`src/rtl/sample_count_ctrl_if.sv`:
```
// Byte-load handshake between the UART byte stream and the acquisition-length controller.
// No storage of its own; it only bundles the valid/byte/ready signals.
// Backpressure: the slave deasserts load_ready while a run is in progress.
//   load_valid  master->slave  byte available
//   load_byte   master->slave  count byte, LSB-first
//   load_ready  slave->master  controller accepts bytes
interface sample_count_ctrl_if;
    logic       load_valid;
    logic [7:0] load_byte;
    logic       load_ready;

    modport master (output load_valid, output load_byte, input load_ready);
    modport slave  (input load_valid, input load_byte, output load_ready);
endinterface

```
`src/rtl/sample_count_ctrl.sv`:
```
// Acquisition-length controller: byte-loaded target, arm/run/done FSM, decimated sample counting.
// Latency: all status outputs are registered; done/done_pulse appear the cycle after the final strobe.
// Backpressure: load_ready is low in RUN; bytes are accepted only in IDLE or DONE.
//   clk, rst             clock, synchronous active-high reset
//   ld                   byte-load handshake (slave side)
//   start, abort         single-cycle arm/run and cancel requests
//   en, decim            sample strobe and decimation ratio (count one per decim+1 strobes)
//   busy, done           state is RUN / state is DONE
//   done_pulse           one cycle on entry to DONE
//   start_err            one cycle after a rejected start
//   remaining, target    samples still to count, committed target
module sample_count_ctrl #(
    parameter int              COUNT_W   = 32,
    parameter longint unsigned DEFAULT_N = 64'd5000000,
    parameter int              DECIM_W   = 8
) (
    input  logic                clk,
    input  logic                rst,
    sample_count_ctrl_if.slave  ld,
    input  logic                start,
    input  logic                abort,
    input  logic                en,
    input  logic [DECIM_W-1:0]  decim,
    output logic                busy,
    output logic                done,
    output logic                done_pulse,
    output logic                start_err,
    output logic [COUNT_W-1:0]  remaining,
    output logic [COUNT_W-1:0]  target
);
    localparam int NBYTES = COUNT_W / 8;
    localparam int IDX_W  = (NBYTES > 1) ? $clog2(NBYTES) : 1;
    localparam logic [IDX_W-1:0] LAST_IDX = IDX_W'(NBYTES - 1);

    typedef enum logic [1:0] {S_IDLE, S_RUN, S_DONE} state_t;

    state_t               state_q, state_d;
    logic [COUNT_W-1:0]   target_q, target_d;
    logic [COUNT_W-1:0]   shadow_q, shadow_d;
    logic [IDX_W-1:0]     byte_idx_q, byte_idx_d;
    logic [COUNT_W-1:0]   remaining_q, remaining_d;
    logic [DECIM_W-1:0]   decim_cnt_q, decim_cnt_d;
    logic [DECIM_W-1:0]   decim_lat_q, decim_lat_d;
    logic                 done_pulse_q, done_pulse_d;
    logic                 start_err_q, start_err_d;

    logic                 load_acc;
    logic [COUNT_W+7:0]   shift_cat;

    always_comb begin
        state_d      = state_q;
        target_d     = target_q;
        shadow_d     = shadow_q;
        byte_idx_d   = byte_idx_q;
        remaining_d  = remaining_q;
        decim_cnt_d  = decim_cnt_q;
        decim_lat_d  = decim_lat_q;
        done_pulse_d = 1'b0;
        start_err_d  = 1'b0;

        load_acc  = ld.load_valid && (state_q != S_RUN);
        // New byte enters at the top; after NBYTES bytes the first one sits in the LSBs.
        shift_cat = {ld.load_byte, shadow_q};

        if (abort) begin
            // A byte offered alongside abort is dropped; target survives.
            state_d     = S_IDLE;
            remaining_d = '0;
            byte_idx_d  = '0;
            decim_cnt_d = '0;
        end else begin
            if (load_acc) begin
                shadow_d = shift_cat[COUNT_W+7:8];
                if (byte_idx_q == LAST_IDX) begin
                    byte_idx_d = '0;
                    target_d   = shift_cat[COUNT_W+7:8];
                end else begin
                    byte_idx_d = byte_idx_q + 1'b1;
                end
            end

            case (state_q)
                S_IDLE, S_DONE: begin
                    if (start) begin
                        // Refuse to arm on an empty target or while a load is half-done or in flight.
                        if ((target_q == '0) || (byte_idx_q != '0) || load_acc) begin
                            start_err_d = 1'b1;
                        end else begin
                            state_d     = S_RUN;
                            remaining_d = target_q;
                            decim_lat_d = decim;
                            decim_cnt_d = '0;
                        end
                    end
                end
                S_RUN: begin
                    if (en) begin
                        if (decim_cnt_q == decim_lat_q) begin
                            decim_cnt_d = '0;
                            remaining_d = remaining_q - 1'b1;
                            if (remaining_q == COUNT_W'(1)) begin
                                state_d      = S_DONE;
                                done_pulse_d = 1'b1;
                            end
                        end else begin
                            decim_cnt_d = decim_cnt_q + 1'b1;
                        end
                    end
                end
                default: state_d = S_IDLE;
            endcase
        end
    end

    always_ff @(posedge clk) begin
        if (rst) begin
            state_q      <= S_IDLE;
            target_q     <= COUNT_W'(DEFAULT_N);
            shadow_q     <= '0;
            byte_idx_q   <= '0;
            remaining_q  <= '0;
            decim_cnt_q  <= '0;
            decim_lat_q  <= '0;
            done_pulse_q <= 1'b0;
            start_err_q  <= 1'b0;
        end else begin
            state_q      <= state_d;
            target_q     <= target_d;
            shadow_q     <= shadow_d;
            byte_idx_q   <= byte_idx_d;
            remaining_q  <= remaining_d;
            decim_cnt_q  <= decim_cnt_d;
            decim_lat_q  <= decim_lat_d;
            done_pulse_q <= done_pulse_d;
            start_err_q  <= start_err_d;
        end
    end

    assign busy          = (state_q == S_RUN);
    assign done          = (state_q == S_DONE);
    assign ld.load_ready = (state_q != S_RUN);
    assign done_pulse    = done_pulse_q;
    assign start_err     = start_err_q;
    assign remaining     = remaining_q;
    assign target        = target_q;
endmodule

```
`src/flat_wrapper.sv`:
```
// flat-port wrapper written by rule: the top's interface ports become plain ports
module sample_count_ctrl_flat 
#(
    parameter int              COUNT_W   = 32,
    parameter longint unsigned DEFAULT_N = 64'd5000000,
    parameter int              DECIM_W   = 8
)
  (clk, rst, start, abort, en, decim, busy, done, done_pulse, start_err, remaining, target, ld_load_valid, ld_load_byte, ld_load_ready);
  sample_count_ctrl_if ld_i ();
  input  logic clk;
  input  logic rst;
  input  logic start;
  input  logic abort;
  input  logic en;
  input  logic [DECIM_W-1:0] decim;
  output logic busy;
  output logic done;
  output logic done_pulse;
  output logic start_err;
  output logic [COUNT_W-1:0] remaining;
  output logic [COUNT_W-1:0] target;
  input wire logic [$bits(ld_i.load_valid)-1:0] ld_load_valid;
  input wire logic [$bits(ld_i.load_byte)-1:0] ld_load_byte;
  output wire logic [$bits(ld_i.load_ready)-1:0] ld_load_ready;
  assign ld_i.load_valid = ld_load_valid;
  assign ld_i.load_byte = ld_load_byte;
  assign ld_load_ready = ld_i.load_ready;
  sample_count_ctrl #(.COUNT_W(COUNT_W), .DEFAULT_N(DEFAULT_N), .DECIM_W(DECIM_W)) u_core (.clk(clk), .rst(rst), .ld(ld_i), .start(start), .abort(abort), .en(en), .decim(decim), .busy(busy), .done(done), .done_pulse(done_pulse), .start_err(start_err), .remaining(remaining), .target(target));
endmodule
```
`config.mk`:
```
export PLATFORM = sky130hd
export DESIGN_NAME = sample_count_ctrl_flat
export DESIGN_NICKNAME = d
export VERILOG_FILES = /design/src/rtl/sample_count_ctrl_if.sv /design/src/rtl/sample_count_ctrl.sv /design/src/flat_wrapper.sv
export SDC_FILE = /design/constraint.sdc
export NUM_CORES = 1
export LEC_CHECK = 0
export ABC_AREA = 1
export CAP_MARGIN = 20
export CORE_UTILIZATION = 35
export CTS_BUF_LIST = sky130_fd_sc_hd__clkbuf_8
export CTS_CLUSTER_SIZE = 25
export DETAILED_ROUTE_END_ITERATION = 8
export DONT_BUFFER_PORTS = 1
export PLACE_DENSITY = 0.54
export SLEW_MARGIN = 20
export SYNTH_ARGS = -nofsm -noshare
export SYNTH_HDL_FRONTEND = slang
export SYNTH_SLANG_ARGS = --single-unit
```
`constraint.sdc`:
```
create_clock -name clk -period 1.7 [get_ports clk]
set_input_delay 0.085 -clock clk [delete_from_list [all_inputs] [get_ports clk]]
set_output_delay 0.085 -clock clk [all_outputs]
set_load 0.02 [all_outputs]
```
==> flow_metrics.tcl <==
set metrics [dict create \
    yosysWarnings 0 \
    ys.flop_type "dfxtp_1" \
    end_kind "register" \
    worstSkewPairLatency_ns 0.40 \
    critPathLaunchType "register" \
    synth_mux_area_share_pct 0 \
    yosysTopAreaCell "dfxtp_1" \
    critPathMaxStageDelay_ns 0.35 \
    synth-edff-count 0 \
    grt_max_degree 43 \
    dieArea_um2 16930 \
    cp.required_ns 2.04 \
    antennaDiodeCount 0 \
    finish.net_count 1097 \
    port_buffers 0 \
    synth_area_um2 5746 \
    cts_tree "done" \
    layout_min_cycle_time_ns 1.654 \
    synth_area_leaders "dfxtp_1 38%, nand2_1 14%, nor2_1 9.1%, a21oi_1 7.9%, o21ai_0 6.7%" \
    post-route-period-util_pct 97.28 \
    cts.sinks 110 \
    synth_compound_area_share_pct 15.85 \
    hp-class "in -> reg" \
    netlist_instances 901 \
    p_clk_share_pct 27.3 \
    yosys-top-cells-count "221 x nand2_1, 140 x nor2_1, 110 x dfxtp_1, 93 x inv_1, 91 x a21oi_1" \
    routedWlPerCell_um 15.41 \
    setup_viol 0 \
    slew_headroom_pct 33.73 \
    ys_ff_latch 110 \
    switching_share_pct 34.38 \
    power.density_nw_per_um2 759.4 \
    antenna_left 0 \
    drt-total-wl_um 19900 \
    async_flop_share_pct 0 \
    drc 0 \
    htreeDepth 3 \
    cpMostUsedCell "nand2_1" \
    numCtsBuffers 9 \
    synthAdderAreaFrac_pct 1.089 \
    clockRootBuffer "clkbuf_8" \
    cp_cell_sequence "inv_2 > nand2_1 > nor2_1 > nand2_1 > nor2_2 > nand2_2 > nand3_4 > nand2_8 > buf_12 > buf_4 > nand3_1 > nand2_1 > nor2_2" \
    io_pins 91 \
    synth_nets 928 \
    yosysSeqAreaShare_pct 38.33 \
    start_util_pct 36.04 \
    grt_pass1_vias 5336 \
    drtIter0Drc 374 \
    synth_top_family_by_area "simple AND/OR/NAND/NOR gates" \
    die_y_um 130.1 \
    rows 46 \
    via_count 6282 \
    synth_top_area_share_pct 38.33 \
    core_area_um2 15940 \
    yosysMostFrequentCell "nand2_1" \
    grtUsageTotal_pct 22.37 \
    viasPerCell 4.866 \
    layout-drive-gt1-share_pct 28.74 \
    instances_no_fill 1291 \
    fin_skew_ns 0.01595 \
    crit_arrival_ns 2.00 \
    antenna_found_initial 0 \
    grt.overflow.total 0 \
    placed_cells 1228 \
    crit_fanout 7 \
    total_power_uw 6146 \
    ys_types 34 \
    grt_pass1_wl_um 28640 \
    cp_slowest_cell "dfxtp_2" \
    syn_area_per_cell_um2 6.377 \
    max_freq_mhz 604.7 \
    leakage_uw 0.003761 \
    yosys.area_share.simple_pct 32.75 \
    p_int_uw 4033 \
    max-cap-violations 0 \
    clockBufferDepth 2 \
    critical_path_class "reg -> reg" \
    dr.pass1.iters 4 \
    fin_ws_ns 0.04616 \
    combPwrFrac_pct 28.4 \
    tightest_slew_ns 0.9940 \
    finalWeightedCongestion 0.8569 \
    dp_hpwl_um 13670 \
    grt_setup_unrepaired "true" \
    hold_viol 0 \
    vdd_drop_max_mv 0.5608 \
    seqPwrFrac_pct 44.3 \
    syn2layout_area_growth_pct 40.85 \
    clkTransAtPathRegs_ns 0.12 \
    p_switching_uw 2113 \
    die-width_um 130.1 \
    report.final.slew_viol_count 0 \
    pre_cts_slack_ns -0.02446 \
    status "completed" \
    synth_xor_area_share_pct 1.524 \
]
==> registers in the layout (all words and copies together), names as in the netlist <==
name,cells
u_core.state_q,2
u_core.start_err,1
u_core.shadow_q,24
u_core.decim_cnt_q,8
u_core.target,32
u_core.byte_idx_q,2
u_core.decim_lat_q,8
u_core.remaining,32
u_core.done_pulse,1
==> final cells by class <==
cell class	instances	area (um^2)
fillers	1652	7850
multi-input cells	650	3194
flip-flops and latches	110	2238
repair buffers	200	1802
inverters	99	387.9
well taps	216	270.3
clock buffers	11	151.4
clock inverters	5	48.80
==> critical path: cells and delay by family (launching register included) <==
kind	cells	cell delay, ns
buffers and inverters	3	0.34
DFF	1	0.35
and+or+nand+nor	10	0.89
==> per-layer routing <==
| metal | routed length [um] | global-route usage (%) | vias to the layer above |
|---|---|---|---|
| li1 | - | - | 3227 |
| met1 | 9542 | 31.87 | 2895 |
| met2 | 9188 | 34.82 | 145 |
| met3 | 1032 | 4.838 | 15 |
| met4 | 136 | 3.830 | 0 |
| met5 | 0 | 0 | - |
==> stage by stage <==
| step | util (%) | hold slack [ns] | area (um^2) | setup TNS, ns |
|---|---|---|---|---|
| floorplan | - | 0.2199 | 5746 | 0 |
| global placement | 43.94 | 0.1585 | 7005 | -0.07970 |
| detailed placement | 43.94 | 0.1607 | 7005 | -0.06068 |
| CTS | 46.53 | 0.04601 | 7418 | 0 |
| global route | 50.76 | 0.05423 | 8093 | -0.7330 |
| finish | 50.76 | 0.04932 | 8093 | 0 |
==> power by group through the flow <==
stage,logic (uW),clock network (uW),registers (uW)
after floorplan,888,0,2820
after global placement,1380,0,2780
after detailed placement,1390,0,2780
after CTS,1450,1720,2720
after global routing,1920,1810,2730
final,1750,1680,2720
==> kinds of logic after synthesis <==
group / after synthesis
simple gates: 458
compound gates: 177
buf+inv: 141
flops: 110
xor+xnor: 10
fa+ha+maj: 5
==> final timing paths <==
| path | from | end | slack [ns] | depth (start not counted) |
|---|---|---|---|---|
| worst max register to register | u_core.target[23]$_SDFFE_PP0P_ | u_core.decim_cnt_q[2]$_SDFFE_PP0P_ | 0.05 | 13 |
| worst min register to register | u_core.shadow_q[9]$_SDFFE_PP0P_ | u_core.target[1]$_SDFFE_PP0P_ | 0.46 | 2 |
| worst max-delay path | u_core.target[23]$_SDFFE_PP0P_ | u_core.decim_cnt_q[2]$_SDFFE_PP0P_ | 0.05 | 13 |
| worst min-delay path | abort | u_core.decim_lat_q[3]$_SDFFE_PP0P_ | 0.05 | 4 |
==> cell usage in the layout, fill, tap and decap left out, types with 9 or more instances in the layout <==
cell and n:
nor2_2 22, a21oi_2 9, dfxtp_2 26, nand3_1 64, dlygate4sd3_1 19, clkbuf_8 11, dfxtp_1 83, inv_1 77
o21ai_0 69, inv_2 19, a21oi_1 82, nand4_1 9, nor2_4 9, nand2_1 213, buf_4 159, nor2_1 116
==> timing repair <==
action                     CTS  global route
pin swaps                    0            22
setup buffers                0            19
hold buffers                20             0
cloned                       0             8
setup endpoints to repair    7            84
gates resized for setup      4           129
hold endpoints to repair    39             0
Note: power is estimated with default switching activity, not from simulation.
